**config.mk**
```make
export PLATFORM = sky130hd
export DESIGN_NAME = fir_deconvolver
export DESIGN_NICKNAME = d
export VERILOG_FILES = /design/src/rtl/fir_pkg.sv /design/src/rtl/fir_mac_step.sv /design/src/rtl/fir_deconvolver.sv
export SDC_FILE = /design/constraint.sdc
export NUM_CORES = 1
export LEC_CHECK = 0
export BUFFER_PORTS_ARGS = -buffer_cell sky130_fd_sc_hd__buf_2
export CAP_MARGIN = 10
export CORE_MARGIN = 4
export CORE_UTILIZATION = 55
export CTS_CLUSTER_DIAMETER = 100
export CTS_CLUSTER_SIZE = 24
export DETAILED_ROUTE_END_ITERATION = 6
export PLACE_DENSITY = 0.76
export REMOVE_ABC_BUFFERS = 1
export SYNTH_ARGS = -nofsm -noshare
export SYNTH_HDL_FRONTEND = slang
export SYNTH_HIERARCHICAL = 1
export SYNTH_SLANG_ARGS = --single-unit
```
**constraint.sdc**
```tcl
create_clock -name clk -period 5.9 [get_ports clk]
set_input_delay 1.18 -clock clk [delete_from_list [all_inputs] [get_ports clk]]
set_output_delay 1.18 -clock clk [all_outputs]
set_load 0.01 [all_outputs]
```
**src/rtl/fir_pkg.sv**
```systemverilog
// Shared definitions for the FIR filter / deconvolver pair: data widths,
// the deconvolver FSM state encoding and the default filter coefficients.
package fir_pkg;

    localparam int SAMPLE_W = 8;   // recovered sample x and history width
    localparam int RESULT_W = 16;  // filtered sample y width
    localparam int ACC_W    = 20;  // signed accumulator width
    localparam int COEFF_W  = 8;   // tap coefficient width
    localparam int PROD_W   = COEFF_W + SAMPLE_W;

    // Default coefficients of the forward filter: y = x + 2x1 + 3x2 + 4x3
    localparam logic [COEFF_W-1:0] DEF_B0 = 8'd1;
    localparam logic [COEFF_W-1:0] DEF_B1 = 8'd2;
    localparam logic [COEFF_W-1:0] DEF_B2 = 8'd3;
    localparam logic [COEFF_W-1:0] DEF_B3 = 8'd4;

    // Tap index walks 1..3 while subtracting B1*h0, B2*h1, B3*h2
    localparam logic [1:0] TAP_FIRST = 2'd1;
    localparam logic [1:0] TAP_LAST  = 2'd3;

    // Largest accumulator value that is still a legal 8-bit sample
    localparam logic signed [ACC_W-1:0] ACC_X_MAX = ACC_W'(255);

    typedef enum logic [1:0] {
        ST_IDLE = 2'd0,
        ST_MAC  = 2'd1,
        ST_OUT  = 2'd2
    } state_t;

endpackage

```
**src/rtl/fir_mac_step.sv**
```systemverilog
// One multiply-subtract step of the deconvolver: result = acc - coeff*sample.
// Purely combinational; the top module time-multiplexes it across the taps.
module fir_mac_step
    import fir_pkg::*;
(
    input  logic signed [ACC_W-1:0]    acc,
    input  logic        [COEFF_W-1:0]  coeff,
    input  logic        [SAMPLE_W-1:0] sample,
    output logic signed [ACC_W-1:0]    result
);

    logic [PROD_W-1:0] product;

    // Unsigned 8x8 product, zero-extended so it is always subtracted as positive
    assign product = {{SAMPLE_W{1'b0}}, coeff} * {{COEFF_W{1'b0}}, sample};
    assign result  = acc - $signed({{(ACC_W-PROD_W){1'b0}}, product});

endmodule

```
**src/rtl/fir_deconvolver.sv**
```systemverilog
// Recovers x[n] from y[n] = x[n] + B1*x[n-1] + B2*x[n-2] + B3*x[n-3].
// One accepted y produces one x after three multiply-subtract cycles.
// Optional feature: define FIR_DECONV_ERR_EN to add the err output, which
// flags an accumulator outside 0..255 (input inconsistent with the filter).
//
// Handshake: a transfer happens on a rising edge where valid and ready are
// both high; x_out/x_valid stay stable until x_ready is seen, y_ready is high
// only in IDLE and never while clear is asserted.
module fir_deconvolver
    import fir_pkg::*;
#(
    parameter logic [COEFF_W-1:0] B1 = DEF_B1,
    parameter logic [COEFF_W-1:0] B2 = DEF_B2,
    parameter logic [COEFF_W-1:0] B3 = DEF_B3
) (
    input  logic                clk,
    input  logic                reset,
    input  logic                clear,
    input  logic [RESULT_W-1:0] y_in,
    input  logic                y_valid,
    output logic                y_ready,
    output logic [SAMPLE_W-1:0] x_out,
    output logic                x_valid,
    input  logic                x_ready,
    output logic [1:0]          fsm_state
`ifdef FIR_DECONV_ERR_EN
    ,
    output logic                err
`endif
);

    state_t                    state;
    state_t                    state_next;
    logic                      run_q;
    logic [1:0]                tap;
    logic signed [ACC_W-1:0]   acc;
    logic signed [ACC_W-1:0]   acc_next;
    logic [SAMPLE_W-1:0]       h0;
    logic [SAMPLE_W-1:0]       h1;
    logic [SAMPLE_W-1:0]       h2;
    logic [COEFF_W-1:0]        coeff;
    logic [SAMPLE_W-1:0]       sample;
    logic                      accept;
    logic                      mac_done;

    assign accept    = y_valid & y_ready;
    assign mac_done  = (state == ST_MAC) && (tap == TAP_LAST);
    assign fsm_state = state;

    // Goes high on the first edge after reset so y_ready stays low during reset
    always_ff @(posedge clk or posedge reset) begin
        if (reset) run_q <= 1'b0;
        else       run_q <= 1'b1;
    end

    // FSM state register; clear returns to IDLE ahead of any transition
    always_ff @(posedge clk or posedge reset) begin
        if (reset)      state <= ST_IDLE;
        else if (clear) state <= ST_IDLE;
        else            state <= state_next;
    end

    // FSM next-state: IDLE -> MAC on accept, MAC -> OUT after tap 3, OUT -> IDLE on handshake
    always_comb begin
        state_next = state;
        case (state)
            ST_IDLE: if (accept)   state_next = ST_MAC;
            ST_MAC:  if (mac_done) state_next = ST_OUT;
            ST_OUT:  if (x_ready)  state_next = ST_IDLE;
            default:               state_next = ST_IDLE;
        endcase
    end

    // FSM outputs: ready only in IDLE (and not while flushing), valid only in OUT
    always_comb begin
        y_ready = (state == ST_IDLE) && run_q && !clear;
        x_valid = (state == ST_OUT);
    end

    // Select the coefficient / history pair for the current tap
    always_comb begin
        coeff  = '0;
        sample = '0;
        case (tap)
            2'd1: begin coeff = B1; sample = h0; end
            2'd2: begin coeff = B2; sample = h1; end
            2'd3: begin coeff = B3; sample = h2; end
            default: begin coeff = '0; sample = '0; end
        endcase
    end

    fir_mac_step u_mac_step (
        .acc    (acc),
        .coeff  (coeff),
        .sample (sample),
        .result (acc_next)
    );

    // Datapath: load y on accept, subtract one product per MAC cycle,
    // capture x on OUT entry and shift history on the output handshake
    always_ff @(posedge clk or posedge reset) begin
        if (reset) begin
            acc   <= '0;
            tap   <= '0;
            x_out <= '0;
            h0    <= '0;
            h1    <= '0;
            h2    <= '0;
        end else if (clear) begin
            acc   <= '0;
            tap   <= '0;
            x_out <= '0;
            h0    <= '0;
            h1    <= '0;
            h2    <= '0;
        end else begin
            case (state)
                ST_IDLE: begin
                    if (accept) begin
                        acc <= $signed({{(ACC_W-RESULT_W){1'b0}}, y_in});
                        tap <= TAP_FIRST;
                    end
                end
                ST_MAC: begin
                    acc <= acc_next;
                    tap <= tap + 2'd1;
                    if (mac_done) x_out <= acc_next[SAMPLE_W-1:0];
                end
                ST_OUT: begin
                    if (x_ready) begin
                        h2 <= h1;
                        h1 <= h0;
                        h0 <= x_out;
                    end
                end
                default: begin
                    tap <= '0;
                end
            endcase
        end
    end

`ifdef FIR_DECONV_ERR_EN
    // Range flag captured together with x_out: final accumulator outside 0..255
    always_ff @(posedge clk or posedge reset) begin
        if (reset)         err <= 1'b0;
        else if (clear)    err <= 1'b0;
        else if (mac_done) err <= acc_next[ACC_W-1] || (acc_next > ACC_X_MAX);
    end
`endif

endmodule

```
Yosys cells after proc, flatten, opt, wreduce, memory -nomap -nowiden
Index checks and enable logic that the tools add are counted.
{"block": "word_totals", "out_inout_bits": 12, "inputBits": 21, "word_cells": 60, "reg_bits": 57}
{"block": "op_classes", "add_sub_neg": 2, "muxes": 24, "eq_ne": 9, "reduce_logical": 15, "multipliers": 1, "bitwise": 1}
{"op": "$mux W8", "count": 12}
{"op": "$mux W20", "count": 2}
{"op": "$pmux W20 S2", "count": 1}
{"op": "$pmux W8 S3", "count": 1}
{"op": "$sub A20 B17 Y20", "count": 1}
{"op": "$pmux W2 S3", "count": 2}
{"op": "$mul A3 B8 Y11", "count": 1}
{"op": "$mux W2", "count": 5}
{"op": "$pmux W3 S3", "count": 1}
{"op": "$reduce_and A2 Y1", "count": 4}
{"op": "$reduce_bool A2 Y1", "count": 4}
{"op": "$eq A2 B2 Y1 const B", "count": 3}
{"op": "$ne A3 B3 Y1 const B", "count": 2}
{"op": "$eq A2 B1 Y1 const B", "count": 2}
{"op": "$logic_and A1 B1 Y1", "count": 3}
{"op": "$ne A3 B2 Y1 const B", "count": 1}
{"op": "$reduce_and A3 Y1", "count": 1}
{"op": "$reduce_bool A3 Y1", "count": 1}
{"op": "$add A2 B1 Y2 const B", "count": 1}
{"op": "$logic_not A2 Y1", "count": 1}
{"op": "$ne A2 B2 Y1 const B", "count": 1}
{"op": "$and A1 B1 Y1", "count": 1}
{"op": "$logic_not A1 Y1", "count": 1}

Longest topological paths before layout
Gate-level depths: netlist of the first run.
{"block": "depth", "ltp_word": 7, "depth_mapped": 23, "ltp_nobuf": 22}

Cells and area by module
Netlist of the first run, hierarchy kept.
{"mod": "fir_mac_step", "area_each_um2": 3007.9, "cells_per_inst": 367, "instances": 1, "seq_area_each_um2": 0.0}
{"mod": "fir_deconvolver", "area_each_um2": 2552.4, "cells_per_inst": 200, "instances": 1, "seq_area_each_um2": 1426.4}

Worst setup path after synthesis of the first run
Ideal clock, no wire load.
{"block": "synth_timing", "path_type": "flip-flop to flip-flop", "startpoint": "reg tap[0]", "endpoint": "reg acc[17]", "path_slack_ns": -0.480, "arrival_time_ns": 6.259, "setup_time_ns": 0.121, "t_required_ns": 5.779, "path_buffers": 1, "stages_incl_launch_ff": 29, "synth_period_minus_slack_ns": 6.380, "cell_sequence": "dfrtp_1 > inv_1 > ha_1 > clkbuf_1 > a222oi_1 > nor2_1 > nand2_1 > fa_1 > fa_1 > inv_1 > fa_1 > inv_1 > fa_1 > inv_1 > ha_1 > o21ai_0 > nand2b_1 > a31oi_1 > o21bai_1 > a21oi_1 > xor2_1 > ha_1 > a21o_1 > a21oi_1 > nor3b_1 > o21ai_0 > a41oi_1 > xor2_1 > a22o_1"}
{"block": "synth_between", "elab_chain_len": 6, "word_cells_on_any_way": 9, "cone_classes": "add/sub: 1; mul: 1; eq/ne: 3; mux: 4"}
{"item": "start, declared", "line": "fir_deconvolver.sv:35", "text": "logic [1:0] tap;"}
{"item": "start signal, assigned", "line": "fir_deconvolver.sv:126", "text": "tap <= tap + 2'd1;"}
{"item": "$eq A2 B2 Y1 or $eq A2 B1 Y1 (tied branches)", "line": "fir_deconvolver.sv:84", "text": "case (tap)"}
{"item": "$pmux W8 S3 (*)", "line": "fir_deconvolver.sv:84"}
{"item": "via sample[7]", "line": "fir_deconvolver.sv:42", "text": "logic [SAMPLE_W-1:0] sample;"}
{"item": "$mul A3 B8 Y11 (*)", "line": "fir_mac_step.sv:15", "text": "assign product = {{SAMPLE_W{1'b0}}, coeff} * {{COEFF_W{1'b0}}, sample};"}
{"item": "$sub A20 B17 Y20 (*)", "line": "fir_mac_step.sv:16", "text": "assign result = acc - $signed({{(ACC_W-PROD_W){1'b0}}, product});"}
{"item": "via acc_next[17]", "line": "fir_deconvolver.sv:37", "text": "logic signed [ACC_W-1:0] acc_next;"}
{"item": "$pmux W20 S2 (*)", "line": "fir_deconvolver.sv:117", "text": "case (state)"}
{"item": "$mux W20 (*)", "line": "fir_deconvolver.sv:109", "text": "end else if (clear) begin"}
{"item": "end signal, assigned", "line": "fir_deconvolver.sv:120", "text": "acc <= $signed({{(ACC_W-RESULT_W){1'b0}}, y_in});"}
{"item": "end signal, assigned", "line": "fir_deconvolver.sv:125", "text": "acc <= acc_next;"}
{"item": "end, declared", "line": "fir_deconvolver.sv:36", "text": "logic signed [ACC_W-1:0] acc;"}
The timed path passes the listed nets; every way through them passes the cells marked *.
A chain may end at the register's enable or synchronous reset.

Final worst setup path of the first run
{"block": "layout_timing", "startpoint": "reg tap[0]", "endpoint": "reg acc[7]"}
{"block": "layout_between", "elab_chain_len": 6, "word_cells_on_any_way": 9, "cone_classes": "add/sub: 1; mul: 1; eq/ne: 3; mux: 4"}
{"item": "$eq A2 B2 Y1 or $eq A2 B1 Y1 (tied branches)", "line": "fir_deconvolver.sv:84"}
{"item": "$pmux W3 S3 (*)", "line": "fir_deconvolver.sv:84"}
{"item": "via coeff[2]", "line": "fir_deconvolver.sv:41", "text": "logic [COEFF_W-1:0] coeff;"}
{"item": "$mul A3 B8 Y11 (*)", "line": "fir_mac_step.sv:15"}
{"item": "$sub A20 B17 Y20 (*)", "line": "fir_mac_step.sv:16"}
{"item": "via acc_next[7]", "line": "fir_deconvolver.sv:37"}
{"item": "$pmux W20 S2 (*)", "line": "fir_deconvolver.sv:117"}
{"item": "$mux W20 (*)", "line": "fir_deconvolver.sv:109"}
Marks and branches as above.

==> impl_results.md, run 1 <==
- Max Clock Freq: 193 MHz
- Slew Limit Fails: 0
- Startpoint Class: register
- P_sw: 0.000179 W
- Antenna-violating nets left: 0
- Reg clk slew, reported paths: 0.09 ns
- Kind of critical path: register to register
- Io pins: 33
- Hold crit path type: register to register
- Largest net degree at the start of global routing: 46
- Area Growth Syn to Fin: 8.07%
- Die width: 85.7 microns
- CP required: 6.13 ns
- Max_slew headroom: 28.2%
- Power Internal: 0.000436 W
- H-tree Lvls: 2
- Critical-path cell list: ha_1, a222oi_1, nor2_1, and2_1, fa_1, fa_1, ha_1, inv_1, fa_1, inv_1, ha_1, xnor2_1, ha_1, or2_1, o311ai_1, nor2_1, nor2_1, xnor2_1, mux2i_1, o2bb2ai_1
- Share of layout cells above drive strength 1: 16.5%
- Die ar.: 0.00734 sq mm
- Number of CTS-inserted buffers: 5
- Initial DRC count: 114
- Router iterations before antenna repair: 4
- Worst-path fanout max: 10
- Largest stage delay on the critical path: 0.53 ns
- Post-Syn Instances: 314
- Final setup TNS: 0 ns
- Clock Latency Late Sink: 0.30 ns
- Clock tree sinks: 45
- Tmin final: 5.17 ns
- Area of the multi-input gates: 0.00199 sq mm
- CP arrival: 5.40 ns
- Vias in the first global route: 2,332
- PortBufs: 24
- Endpoints failing setup: 0
- Combinational share of power: 15.0%
- Pleak: 1.83 nW
- Hold depth: 1
- Max-Cap Viols: 0
- FILL cells: 502
- Final wirelength: 6260 microns
- Die Height: 85.7 microns
- Post-CTS sizing: 0
- Yosys warnings: 6
- Rows: 28
- Part of the cycle the worst path needs: 87.7%
- Post-DR vias/cell: 5.43
- RePlAce Congestion: 0.828
- Clock root buffer: clkbuf_8
- Crit end category: register
- All-Layer GR Usage: 18.6%
- Clock Path Buffers: 2
- Final Skew: 0.00948 ns
- Cell mode on critical path: ha_1
- Post-route DRC: 0
- Pwr/cell area: 171 mW/mm^2
- Nets: 414
- Sw Ratio: 29.0%
- Post-CTS setup buffers: 0
- TritonCTS clock tree: built
- Final hold vios: 0
- Core area: 0.00589 sq mm
- Synth Area per Inst: 10.6 sq um
- Outcome: finished, final reports clean
- Global-route wire length before repair: 11,000 microns
- Hold Worst Slack: 0.506 ns
- Starting Density: 56.4%
- Number of diodes: 0
- Antenna violations before repair: 0
- Grt ovf: 0
- RSZ-0062 raised after global routing: no
- Final HPWL DP: 4760 microns
- Clock share of power: 32.3%
- Reg power frac: 52.6%
- Drt wl/cell: 14.9 microns
- Vias: 2,279
- Register area: 0.00113 sq mm
- Slew @ Worst Pin: 1.08 ns
- Synth Cell Area: 0.00332 sq mm
- Post-CTS Hold Fix Bufs: 0
- Worst IR Drop VDD: 0.155 mV
- Cells on worst reg2reg path: 20
- Crit path max-delay cell type: fa_1
per-layer routing:
| layer | wire length [microns] | global-route usage (%) | up-vias |
|---|---|---|---|
| met2 | 2990 | 29.9 | 40 |
| met3 | 228 | 3.07 | 5 |
| li1 | - | - | 1107 |
| met4 | 40 | 3.60 | 0 |
| met5 | 0 | 0 | - |
| met1 | 3000 | 26.9 | 1127 |
power by group through the flow:
stage	clock network, W	logic [W]	registers, W
6_report	0.000199	0.0000925	0.000324
5_1_grt	0.000212	0.000105	0.000325
4_1_cts	0.000201	0.0000931	0.000324
3_5_place_dp	0	0.0000929	0.000330
3_3_place_gp	0	0.0000896	0.000329
2_1_floorplan	0	0.0000672	0.000328
layout make-up:
cell class | count | share of cell area (%)
multi-input cells | 226 | 55.4
repair buffers | 27 | 3.98
well taps | 75 | 2.62
clock buffers | 5 | 1.92
clock inverters | 3 | 0.593
inverters | 39 | 4.08
flip-flops and latches | 45 | 31.4
placed cells by master, fill, tap and decap left out, drive strengths merged:
cell,n
o311ai,1
a222oi,8
clkinvlp,1
inv,39
o2bb2ai,8
xnor2,6
mux2i,16
a2bb2oi,1
a211oi,1
o21a,2
o31ai,1
fa,19
a22o,24
o21bai,1
conb,16
a21o,3
clkbuf,5
nor4,1
o21ai,4
buf,27
nor2b,2
nand4b,1
or2b,1
dfrtp,45
o31a,1
clkinv,2
ha,30
xor2,2
a21oi,8
nor4b,1
nand2,10
nor2,25
nand3b,1
or2,1
and2,30
and3b,1
stage by stage:
step / setup slack [ns] / instances / cell area [sq um] / utilization [%] / power, W
floorplan: 1.12 / 310 / 3260 / - / 0.000395
global placement: 0.819 / 412 / 3500 / 59.4 / 0.000419
detailed placement: 0.729 / 412 / 3500 / 59.4 / 0.000422
CTS: 0.698 / 420 / 3590 / 60.9 / 0.000617
global route: 0.387 / 420 / 3590 / 60.9 / 0.000641
finish: 0.727 / 420 / 3590 / 60.9 / 0.000615
worst max-delay path, delay by kind of cell, from the launching register on:
| kind | cells | cell delay (ns) |
|---|---|---|
| buffers and inverters | 2 | 0.09 |
| adder cells (fa/ha/maj) | 7 | 2.74 |
| AND/OR/NAND/NOR | 5 | 0.76 |
| XOR/XNOR | 2 | 0.34 |
| AO/OA/AOI/OAI | 3 | 0.62 |
| flip-flops | 1 | 0.42 |
| multiplexers | 1 | 0.10 |
sequential cells by signal, indices dropped and copies added, names as in the netlist:
name,count
acc,8
h0,8
h1,8
h2,8
x_out,8
fsm_state,2
tap,2
run_q,1
worst paths after layout:
check | from | to | slack, ns
max in group asynchronous | reset | h0[3]$_DFFE_PP0P_ | 4.50
min in group asynchronous | reset | x_out[1]$_DFFE_PP0P_ | 0.99
worst min register to register | acc[0]$_DFFE_PP0P_ | acc[0]$_DFFE_PP0P_ | 0.51
worst min-delay path | acc[0]$_DFFE_PP0P_ | acc[0]$_DFFE_PP0P_ | 0.51
worst max-delay path | tap[0]$_DFFE_PP0P_ | acc[7]$_DFFE_PP0P_ | 0.73
worst max register to register | tap[0]$_DFFE_PP0P_ | acc[7]$_DFFE_PP0P_ | 0.73
Note: power is estimated with default switching activity, not from simulation.
==> run 2, diff against run 1 <==
--- a/config.mk
+++ b/config.mk
@@ -5,6 +5,7 @@
 export SDC_FILE = /design/constraint.sdc
 export NUM_CORES = 1
 export LEC_CHECK = 0
+export ABC_AREA = 1
 export BUFFER_PORTS_ARGS = -buffer_cell sky130_fd_sc_hd__buf_2
 export CAP_MARGIN = 10
 export CORE_MARGIN = 4
==> run 2 against run 1 <==
Register-to-register slack worse by 0.08 ns. Global-route usage is 0.17 points higher. Flip-flop and latch count stayed put. Fmax is 1.5% lower. Core utilization is 2.0 points lower. Sequential power is 3% higher. Worst hold slack worse by 0.0022 ns. Clock power is 25% higher. Critical path type unchanged. Critical endpoint unchanged. Largest cell class unchanged.
==> impl_results.md, run 2 <==
- Outcome: finished, final reports clean
- Part of the cycle the worst path needs: 89.1%
- Final hold vios: 0
- Die Height: 91.6 microns
- Combinational share of power: 23.2%
- Max-Cap Viols: 0
- Endpoints failing setup: 0
- Largest net degree at the start of global routing: 46
- Reg2Reg Capture Point: acc[7]$_DFFE_PP0P_
- Tmin final: 5.25 ns
- Most common cell after layout, fill and taps aside: nand2_1
- Drt wl/cell: 12.1 microns
- Synth Cell Area: 0.00384 sq mm
- Number of CTS-inserted buffers: 5
- Pwr/cell area: 189 mW/mm^2
- Antenna violations before repair: 0
- Grt ovf: 0
- Placed insts: 601
- Number of diodes: 0
- Pleak: 2.28 nW
- Reg clk slew, reported paths: 0.08 ns
- Total power draw: 0.000757 W
- Placed cell areas: 0.00388 sq mm
- Io pins: 33
- Crit end category: register
- R2R Setup Slk: 0.65 ns
- Startpoint Class: register
- Die ar.: 0.00839 sq mm
- P_sw: 0.000242 W
- Synth Area per Inst: 7.55 sq um
- Final Skew: 0.00360 ns
- Hold depth: 2
- Die width: 91.6 microns
- Worst flop-to-flop path startpoint: tap[0]$_DFFE_PP0P_
- H-tree Lvls: 2
- Max Clock Freq: 190 MHz
- Starting Density: 56.6%
- Final HPWL DP: 5600 microns
- RePlAce Congestion: 0.827
- Clock Latency Late Sink: 0.30 ns
- RSZ-0062 raised after global routing: no
- Share of layout cells above drive strength 1: 13.3%
- Nets: 582
- Core area: 0.00679 sq mm
- Hold crit path type: register to register
- Router iterations before antenna repair: 4
- Yosys warnings: 6
- Post-CTS sizing: 0
- Post-DR vias/cell: 4.86
- Initial DRC count: 152
- Clock root buffer: clkbuf_8
- Largest stage delay on the critical path: 0.56 ns
- Worst-path fanout max: 8
- Design area: 0.00400 sq mm
- Slew @ Worst Pin: 0.734 ns
- Clock tree sinks: 45
- Antenna-violating nets left: 0
- Crit path max-delay cell type: fa_1
- Vias: 2,961
- CP arrival: 5.50 ns
- Sw Ratio: 31.9%
- Worst Hold Endpoint: acc[0]$_DFFE_PP0P_
- Power Internal: 0.000515 W
- Clock Path Buffers: 2
- CP required: 6.15 ns
- TritonCTS clock tree: built
- Post-CTS setup buffers: 0
- Kind of critical path: register to register
- Clock share of power: 32.7%
- Global-route wire length before repair: 13,000 microns
- Final wirelength: 7380 microns
- Vias in the first global route: 3,001
- Final setup TNS: 0 ns
- Final Non-Filler Cells: 609
- Slew Limit Fails: 0
- Post-CTS Hold Fix Bufs: 0
- Worst IR Drop VDD: 0.146 mV
- Area Growth Syn to Fin: 4.13%
- Post-route DRC: 0
- Cells on worst reg2reg path: 29
- Rows: 30
- PortBufs: 24
- Hold_sp: acc[0]$_DFFE_PP0P_
- Reg power frac: 44.0%
- Most frequent cells in the layout: nand2_1, inv_1, dfrtp_1
- Post-Syn Instances: 509
- All-Layer GR Usage: 18.8%
- Max_slew headroom: 50.9%
[run 2: power groups by stage]
stage	combinational [W]	sequential (W)	clock, W
2_1_floorplan	0.000130	0.000336	0
3_3_place_gp	0.000169	0.000338	0
5_1_grt	0.000195	0.000335	0.000263
3_5_place_dp	0.000172	0.000339	0
4_1_cts	0.000175	0.000333	0.000249
6_report	0.000176	0.000333	0.000248
[run 2: final cells by class]
cell class,count,area (sq um)
Clock buffer,6,82.6
Clock inverter,2,37.5
Fill cell,626,2790
Inverter,128,488
Multi-Input combinational cell,306,2010
Sequential cell,45,1130
Tap cell,96,120
Timing Repair Buffer,26,135
[run 2: critical path: cells and delay by family, from the launching register on]
| family | cells | cell delay [ns] |
|---|---|---|
| DFF | 1 | 0.40 |
| buffers and inverters | 8 | 0.53 |
| AOI/OAI and AO/OA | 1 | 0.10 |
| adders and majority gates | 7 | 2.93 |
| and+or+nand+nor | 11 | 0.82 |
| xor gates and xnor gates | 2 | 0.43 |
[run 2: layer usage]
layer	global-route usage (%)	part of all wire [%]
met2	33.0	49
met5	0	0
met3	3.36	3.7
met4	4.77	1.7
met1	23.9	46
[run 2: how the worst max path moves through the flow]
stage / from / endpoint / slack (ns)
finish: tap[0]$_DFFE_PP0P_ / acc[7]$_DFFE_PP0P_ / 0.65
global route: tap[0]$_DFFE_PP0P_ / acc[7]$_DFFE_PP0P_ / 0.24
CTS: tap[0]$_DFFE_PP0P_ / acc[7]$_DFFE_PP0P_ / 0.63
detailed placement: tap[0]$_DFFE_PP0P_ / acc[7]$_DFFE_PP0P_ / 0.73
global placement: tap[0]$_DFFE_PP0P_ / acc[7]$_DFFE_PP0P_ / 0.77
floorplan: tap[0]$_DFFE_PP0P_ / acc[7]$_DFFE_PP0P_ / 1.10
[run 2: through the flow]
stage | util [%] | hold WS, ns | worst slack, ns
5_1_grt | 58.9 | 0.540 | 0.240
4_1_cts | 58.9 | 0.504 | 0.632
3_3_place_gp | 57.2 | 0.464 | 0.773
6_report | 58.9 | 0.504 | 0.646
3_5_place_dp | 57.2 | 0.472 | 0.730
2_1_floorplan | - | 0.449 | 1.10
==> run 3, diff against run 2 <==
==> constraint.sdc (replaced) <==
create_clock -name clk -period 4.6 [get_ports clk]
set_input_delay 1.15 -clock clk [delete_from_list [all_inputs] [get_ports clk]]
set_output_delay 1.15 -clock clk [all_outputs]
set_load 0.01 [all_outputs]
==> run 3 against run 2 <==
The flow now finishes with violations (setup timing). Clock-buffer cell count unchanged. Final cell count up 6.4%. Critical path depth down 3. Largest cell class unchanged.
==> impl_results.md, run 3 (synthesis gave the netlist of run 2 again) <==
- Outcome: finished, violations left
- Violated checks: setup timing
- Worst IR Drop VDD: 0.219 mV
- RePlAce Congestion: 0.842
- Die Height: 91.6 microns
- Reg clk slew, reported paths: 0.10 ns
- PortBufs: 24
- Startpoint Class: register
- Max Clock Freq: 210 MHz
- Part of the cycle the worst path needs: 103%
- Final Skew: 0.00980 ns
- Met3 usage: 2.95%
- Grt ovf: 0
- CP delay by family, top: adder cells
- Most frequent cells in the layout: nand2_1, inv_1, dfrtp_1
- All-Layer GR Usage: 20.6%
- Endpoints failing setup: 5
- P_sw: 0.000359 W
- Slew Limit Fails: 0
- Router iterations before antenna repair: 5
- Max_slew headroom: 50.8%
- Io pins: 33
- Tmin final: 4.76 ns
- Drt wl/cell: 12.8 microns
- Area Growth Syn to Fin: 19.2%
- Nets: 621
- Initial DRC count: 153
- Clock Path Buffers: 2
- CP arrival: 5.00 ns
- Setup ws final: -0.156 ns
- Die width: 91.6 microns
- Largest net degree at the start of global routing: 46
- Clock root buffer: clkbuf_8
- Kind of critical path: register to register
- Rows: 30
- Clock Latency Late Sink: 0.31 ns
- Die ar.: 0.00839 sq mm
- Vias in the first global route: 3,273
- Largest stage delay on the critical path: 0.52 ns
- CP Buf/Inv Count: 9
- TritonCTS clock tree: built
- Antenna-violating nets left: 0
- Worst-path fanout max: 5
- Total power draw: 0.00104 W
- Final hold vios: 0
- Core area: 0.00679 sq mm
- RSZ-0062 raised after global routing: yes
- Pleak: 2.43 nW
- Combinational share of power: 32.0%
- Hold crit path type: register to register
- Hold Worst Slack: 0.503 ns
- Starting Density: 56.6%
- Post-route DRC: 0
- GR Util met2: 36.6%
- Antenna violations before repair: 0
- Number of diodes: 0
- Sw Ratio: 34.4%
- Max-Cap Viols: 0
- H-tree Lvls: 2
- Most common cell after layout, fill and taps aside: nand2_1
- Power Internal: 0.000685 W
- Post-CTS Hold Fix Bufs: 0
- Post-DR vias/cell: 4.80
- Slew @ Worst Pin: 0.735 ns
- Clock share of power: 26.5%
- Share of layout cells above drive strength 1: 31.7%
- Final setup TNS: -0.491 ns
- GRT met1 Usage: 26.7%
- Vias: 3,112
- Final wirelength: 8270 microns
- Final HPWL DP: 5700 microns
- CP required: 4.85 ns
- Number of CTS-inserted buffers: 5
- Clock tree sinks: 45
- Crit end category: register
- Global-route wire length before repair: 14,300 microns
- Crit path max-delay cell type: fa_1
- Reg power frac: 41.4%
- GR peak layer: met2
- Pwr/cell area: 228 mW/mm^2
run 3: changes by cell type in the layout (fill, tap and decap cells not counted), moves of 9 or more:
cell,previous run,this run
buf_4,2,32
inv_1,121,96
inv_2,4,27
nand2_1,142,127
ha_1,30,17
nand2_2,7,20
ha_4,0,11
buf_6,0,9
run 3: area by class of cell:
cell class | count | area (sq um)
inverters | 128 | 493
fillers | 532 | 2210
well taps | 96 | 120
repair buffers | 65 | 462
clock buffers | 6 | 82.6
clock inverters | 2 | 17.5
multi-input cells | 306 | 2280
flip-flops and latches | 45 | 1130
run 3: metrics by stage:
| stage | instances | setup slack [ns] | utilization (%) | area, sq um |
|---|---|---|---|---|
| detailed placement | 631 | -0.387 | 60.5 | 4110 |
| global route | 648 | -0.406 | 67.5 | 4580 |
| floorplan | 479 | -0.204 | - | 3630 |
| CTS | 644 | -0.124 | 64.7 | 4400 |
| global placement | 631 | -0.387 | 60.5 | 4110 |
| finish | 648 | -0.156 | 67.5 | 4580 |
run 3: worst min-delay path: cells and delay by family (launching register included):
| kind | cells | cell delay, ns |
|---|---|---|
| flops | 1 | 0.36 |
| simple gates | 2 | 0.12 |
run 3: timing repair:
item	CTS	global route
setup endpoints to repair	8	8
buffers inserted	5	4
gates resized for setup	42	47
pin swaps	44	43
run 3: per-layer routing:
layer | up-vias | share of wire (%) | routed length (microns)
met2 | 65 | 51 | 4220
met1 | 1458 | 44 | 3630
met3 | 15 | 3.3 | 272
met5 | - | 0 | 0
met4 | 0 | 1.7 | 140
li1 | 1574 | - | -
run 3: power groups by stage:
| stage | Sequential [W] | Clock, W | Combinational, W |
|---|---|---|---|
| after floorplan | 0.000431 | 0 | 0.000167 |
| after global placement | 0.000435 | 0 | 0.000248 |
| after detailed placement | 0.000436 | 0 | 0.000252 |
| after CTS | 0.000431 | 0.000275 | 0.000293 |
| after global routing | 0.000435 | 0.000300 | 0.000368 |
| final | 0.000433 | 0.000277 | 0.000335 |
run 3: worst paths after layout:
check                              startpoint              endpoint  slack [ns]  cells past startpoint
setup / recovery           tap[0]$_DFFE_PP0P_  x_out[7]$_DFFE_PP0P_       -0.16                     26
hold / removal             acc[0]$_DFFE_PP0P_    acc[0]$_DFFE_PP0P_        0.50                      2
setup reg to reg           tap[0]$_DFFE_PP0P_  x_out[7]$_DFFE_PP0P_       -0.16                     26
hold reg to reg            acc[0]$_DFFE_PP0P_    acc[0]$_DFFE_PP0P_        0.50                      2
max in group asynchronous               reset    tap[0]$_DFFE_PP0P_        3.21                      3
min in group asynchronous               reset  x_out[0]$_DFFE_PP0P_        0.96                      3
